==> src/rtl/acceltran_pkg.sv <==
// acceltran_pkg: shared word type and drain FSM state encoding for the tiled PE array
package acceltran_pkg;
  localparam int IL = 4;
  localparam int FL = 16;
  typedef logic signed [IL+FL-1:0] word_t;
  typedef enum logic [1:0] {IDLE, TAKE, STREAM} drain_state_e;
endpackage

==> src/rtl/rr_arbiter.sv <==
// rr_arbiter: combinational round-robin grant, first set req searching upward from ptr+1 (mod N)
// Ports: req - request vector; ptr - last granted index;
//        gnt_onehot - one-hot grant (0 when no request); gnt_idx - granted index
module rr_arbiter #(
  parameter int N  = 4,
  parameter int IW = (N > 1) ? $clog2(N) : 1
) (
  input  logic [N-1:0]  req,
  input  logic [IW-1:0] ptr,
  output logic [N-1:0]  gnt_onehot,
  output logic [IW-1:0] gnt_idx
);
  // Walk from the farthest candidate to the nearest so the nearest requester wins.
  always_comb begin
    gnt_idx = '0;
    for (int i = N; i >= 1; i--)
      if (req[(int'(ptr) + i) % N]) gnt_idx = IW'((int'(ptr) + i) % N);
    gnt_onehot = (|req) ? N'(1) << gnt_idx : '0;
  end
endmodule

==> src/rtl/tile_result_drain.sv <==
// tile_result_drain: round-robin capture of per-tile lane vectors, drained as one tagged serial stream
// Ports: clk/reset (async active-low); tile_valid/tile_data/cfg_lanes - tile side inputs;
//        PE_output_taken - one-cycle pulse to the granted tile; out_* - valid/ready word stream
//        tagged with tile, lane and last; busy - FSM not idle; drained_count - tiles fully drained
module tile_result_drain #(
  parameter int IL    = 4,
  parameter int FL    = 16,
  parameter int tile  = 4,
  parameter int lanes = 16,
  parameter int W     = IL + FL,
  parameter int LW    = $clog2(lanes),
  parameter int TW    = (tile > 1) ? $clog2(tile) : 1
) (
  input  logic                clk,
  input  logic                reset,
  input  logic [tile-1:0]     tile_valid,
  input  logic signed [W-1:0] tile_data [tile][lanes],
  input  logic [LW:0]         cfg_lanes,
  output logic [tile-1:0]     PE_output_taken,
  output logic                out_valid,
  input  logic                out_ready,
  output logic signed [W-1:0] out_data,
  output logic [TW-1:0]       out_tile,
  output logic [LW-1:0]       out_lane,
  output logic                out_last,
  output logic                busy,
  output logic [15:0]         drained_count
);
  import acceltran_pkg::*;
  drain_state_e state_q, state_d;
  logic [TW-1:0] ptr_q, ptr_d, g_q, g_d, gnt_idx;
  logic [tile-1:0] sel_q, sel_d, gnt_onehot;
  logic [LW:0] n_q, n_d, lane_nx;
  logic signed [W-1:0] cap_q [lanes];
  logic signed [W-1:0] cap_d [lanes];
  logic signed [W-1:0] out_data_q, out_data_d;
  logic [TW-1:0] out_tile_q, out_tile_d;
  logic [LW-1:0] out_lane_q, out_lane_d;
  logic out_valid_q, out_valid_d, out_last_q, out_last_d;
  logic [15:0] drained_q, drained_d;
  logic grant, take, hs, adv, done;

  rr_arbiter #(.N(tile), .IW(TW)) u_arb (
    .req        (tile_valid),
    .ptr        (ptr_q),
    .gnt_onehot (gnt_onehot),
    .gnt_idx    (gnt_idx)
  );

  assign grant   = (state_q == IDLE) && (|tile_valid);
  assign take    = state_q == TAKE;
  assign hs      = out_valid_q && out_ready;
  assign adv     = hs && !out_last_q;
  assign done    = hs && out_last_q;
  assign lane_nx = {1'b0, out_lane_q} + (LW+1)'(1);

  always_ff @(posedge clk or negedge reset)
    if (!reset) state_q <= IDLE;
    else state_q <= state_d;

  always_comb
    state_d = grant ? TAKE : take ? STREAM : done ? IDLE : state_q;

  always_comb begin
    PE_output_taken = take ? sel_q : '0;
    busy            = state_q != IDLE;
  end

  // Lane count is frozen at grant; 0 or anything above the buffer depth means a full vector.
  always_comb begin
    g_d   = grant ? gnt_idx : g_q;
    sel_d = grant ? gnt_onehot : sel_q;
    n_d   = !grant ? n_q
          : (cfg_lanes == '0 || cfg_lanes > (LW+1)'(lanes)) ? (LW+1)'(lanes) : cfg_lanes;
    cap_d = cap_q;
    if (grant) cap_d = tile_data[gnt_idx];
    ptr_d       = done ? g_q : ptr_q;
    drained_d   = drained_q + 16'(done);
    out_valid_d = take || (out_valid_q && !done);
    out_data_d  = take ? cap_q[0] : adv ? cap_q[lane_nx[LW-1:0]] : out_data_q;
    out_lane_d  = take ? '0 : adv ? lane_nx[LW-1:0] : out_lane_q;
    out_tile_d  = take ? g_q : out_tile_q;
    out_last_d  = take ? (n_q == (LW+1)'(1)) : adv ? (lane_nx == n_q - (LW+1)'(1)) : out_last_q;
  end

  always_ff @(posedge clk or negedge reset)
    if (!reset) begin
      ptr_q       <= TW'(tile - 1);
      g_q         <= '0;
      sel_q       <= '0;
      n_q         <= '0;
      cap_q       <= '{default: '0};
      out_valid_q <= 1'b0;
      out_data_q  <= '0;
      out_tile_q  <= '0;
      out_lane_q  <= '0;
      out_last_q  <= 1'b0;
      drained_q   <= '0;
    end else begin
      ptr_q       <= ptr_d;
      g_q         <= g_d;
      sel_q       <= sel_d;
      n_q         <= n_d;
      cap_q       <= cap_d;
      out_valid_q <= out_valid_d;
      out_data_q  <= out_data_d;
      out_tile_q  <= out_tile_d;
      out_lane_q  <= out_lane_d;
      out_last_q  <= out_last_d;
      drained_q   <= drained_d;
    end

  assign out_valid     = out_valid_q;
  assign out_data      = out_data_q;
  assign out_tile      = out_tile_q;
  assign out_lane      = out_lane_q;
  assign out_last      = out_last_q;
  assign drained_count = drained_q;
endmodule
==> config.mk <==
export PLATFORM = sky130hd
export DESIGN_NAME = tile_result_drain
export DESIGN_NICKNAME = d
export VERILOG_FILES = /design/src/rtl/acceltran_pkg.sv /design/src/rtl/rr_arbiter.sv /design/src/rtl/tile_result_drain.sv
export SDC_FILE = /design/constraint.sdc
export NUM_CORES = 1
export LEC_CHECK = 0
export CAP_MARGIN = 10
export CORE_AREA = 2 2 528 530
export CTS_CLUSTER_DIAMETER = 60
export DETAILED_ROUTE_END_ITERATION = 8
export DIE_AREA = 0 0 530 532
export SLEW_MARGIN = 20
export SYNTH_ARGS = -nofsm -noshare
export SYNTH_HDL_FRONTEND = slang
export SYNTH_SLANG_ARGS = --single-unit
==> constraint.sdc <==
create_clock -name clk -period 6.1 [get_ports clk]
set_input_delay 1.22 -clock clk [delete_from_list [all_inputs] [get_ports clk]]
set_output_delay 1.22 -clock clk [all_outputs]
set_load 0.05 [all_outputs]
==> results.txt <==
Worst-margin pin slew = 1.130 ns
DRT met1 WL = 108.6 mm
TritonCTS clock tree = done
IO Port Bufs = 1,340
Post-route cell area = 0.05072 mm²
Worst setup EP type = flip-flop
DR WL/cell = 36.25 µm
Cts repair resizes = 0
Postcts setup bufs = 0
Total grt overflow = 0
CTS H-tree lvls = 3
Worst-path clk slew = 0.06 ns
WP buf/inv = 4
Final setup viols = 0
Area grow syn2layout = 69.31%
Worst path slowest cell = mux2i_1
Worst hold slack = 0.4742 ns
CTS Hold Bufs = 0
Hold Path Class = flip-flop to flip-flop
CORE AREA = 0.2758 mm²
Clk sinks = 379
Pwr dens = 460.2 mW/mm²
CP delay by family, top = buffers and inverters
Die width = 530 µm
Met2 Wirelength = 127.6 mm
Detailed placement HPWL = 254.6 mm
Setup TNS = 0 ns
Routed length on met3 = 42.22 mm
Mapped Nets = 4,357
Sequential-to-total area share from yosys stat = 0.3167
Via count = 34,364
Iteration-0 DRC Markers = 3,339
Skew-Pair Late Insertion Delay = 0.73 ns
DIE AREA = 0.2820 mm²
Max-slew headroom = 0.2469
Final period util = 0.6373
GRT Util Overall = 0.2010
Root buffer cell = clkbuf_16
Number of global-route vias before repair = 33,470
# nets final = 5,529
Final Critical Period = 3.887 ns
Ys async rst share = 1.000
Placed cell area = 0.04761 mm²
Seq cells post-synth = 379
Via density = 4.210
CP Launch Type = input pin
Largest net degree at the start of global routing = 133
Max-slew violations = 0
Die Ht = 532 µm
Site Rows = 193
Static leakage = 0.01821 µW
WL final = 295.9 mm
Skew final = 0.07406 ns
Global-route wire length before repair = 366.9 mm
Warnings, synthesis = 0
FILL cells = 30,429
Required time worst endpoint = 6.64 ns
Initial Utilization = 0.1086
Mapped Avg Cell Area = 9.792 µm²
GP Congestion = 1.048
Buffer depth of the longest clock path = 3
DR pass1 iterations = 5
Top routing layer in use = met5
Peak VDD IR = 0.0003348 V
Worst Path Arrival = 4.43 ns
Max-Cap Viols = 0
Post-synth EDFFs = 0
Status = finished, final reports clean
Most used flip-flop cell after synthesis = dfrtp_1
Fmax = 257.2 MHz
Post-route ant nets = 0
Num CTS Buffers = 77
RSZ-0062 raised after global routing = false
Initial antenna violation count = 417
Finished Core Util = 0.1839
Setup CP Type = input pin to flip-flop
Worst reg2reg setup slack = 2.56 ns
Unique masters post-synth = 48
CP Cell Sequence = clkdlybuf4s50_1, inv_1, o21ai_0, a21oi_4, buf_12, buf_4, mux2i_1, a21oi_1
Final hold violations = 0
# DRC = 0
CP max FO = 32
Gate Count Post-Synth = 3,059
Worst path max stage delay = 0.58 ns
Ratio of cells with drive above 1 in the final layout = 0.1430
# IOs = 1,341
Synth Cell Area = 0.02995 mm²
[tightest hold or removal path: stages (launching register included)]
cell and delay [ns]:
dfrtp_1 0.34, nand2_1 0.05, nand2_1 0.05
[cells by family after synthesis]
family / Yosys count / share of synthesized area
adder cells (fa/ha/maj): 6 / 0.002506
buffers and inverters: 367 / 0.06211
AND/OR/NAND/NOR: 1098 / 0.2168
AO/OA/AOI/OAI: 777 / 0.2240
multiplexers: 405 / 0.1700
flip-flops: 379 / 0.3167
XOR/XNOR: 27 / 0.007895
[worst paths after layout]
check                           depth (start not counted)            to     startpoint
worst min register to register                          2      sel_q[0]       sel_q[0]
worst max-delay path                                    8    cap_q[270]  tile_valid[1]
worst min-delay path                                    2      sel_q[0]       sel_q[0]
max in group asynchronous                               2     cap_q[86]          reset
min in group asynchronous                               1    cap_q[246]          reset
worst max register to register                          6  out_data[15]    out_lane[0]
[sequential cells by signal, summed over array words and instances (netlist names)]
register,count
out_last,1
out_lane,4
out_tile,2
out_valid,1
drained_count,16
g_q,2
out_data,20
sel_q,4
state_q,2
n_q,5
cap_q,320
ptr_q,2
[synthesized netlist by cell type, types with 2 or more instances]
master	number	area (µm²)
xnor2_1	15	131.4
nand3_1	11	55.05
mux2i_1	296	2963
buf_2	173	865.8
nand2b_1	7	43.79
nor2b_1	4	25.02
o21ai_0	58	290.3
buf_8	12	180.2
or3_1	21	131.4
dfstp_2	2	52.55
a221oi_2	240	3603
and3_1	6	37.54
mux2_2	29	326.6
buf_1	16	60.06
clkbuf_1	142	533.0
nand3b_1	3	22.52
nor3b_1	590	4429
and2_1	6	37.54
buf_6	17	191.4
nor2_1	332	1246
a22o_1	20	175.2
a21o_1	3	22.52
a21oi_1	365	1827
ha_1	6	75.07
nand4_1	3	18.77
a221oi_1	80	700.7
dfrtp_1	377	9434
nand2_1	110	412.9
mux4_2	80	1802
inv_1	6	22.52
xor2_1	12	105.1
[cell usage in the layout, fill, tap and decap left out, drive strengths merged, types with 20 or more instances in the layout]
cell              n
a221oi          320
mux4             80
nor3b           590
inv              28
nand2           110
dfrtp           377
mux2             29
buf             115
a21oi           365
clkdlybuf4s50  1339
o21ai            60
diode           165
clkbuf           92
or3              21
a22o             20
mux2i           296
nor2            332
[layer usage]
metal / GRT usage / up-vias
met2: 0.3030 / 2366
met3: 0.1168 / 790
met5: 0.004615 / -
li1: - / 14202
met1: 0.2224 / 16744
met4: 0.1019 / 262
[metrics by stage]
stage                     setup slack [ns]  total power (µW)  cells
after floorplan                      3.094             12080   3059
after global placement               1.639             18810   7855
after detailed placement             1.589             18960   7857
after CTS                            2.192             23750   7998
after global routing                 2.169             24550   8066
final                                2.213             23340   8163
[where the power goes]
group	internal (µW)	switching [µW]
registers	3770	1950
clock network	2750	1870
logic	5010	7990
[final cells by class]
type / count / area, µm² / share of cell area
sequential: 379 / 9490 / 0.1871
tap: 3705 / 4636 / 0.09140
inverter: 6 / 22.52 / 0.0004441
clock buffer: 92 / 2033 / 0.04009
timing repair buffer: 1454 / 14720 / 0.2902
clock inverter: 49 / 661.9 / 0.01305
multi-input combinational: 2313 / 18740 / 0.3695
antenna: 165 / 412.9 / 0.008141
Note: power is estimated with default switching activity, not from simulation.
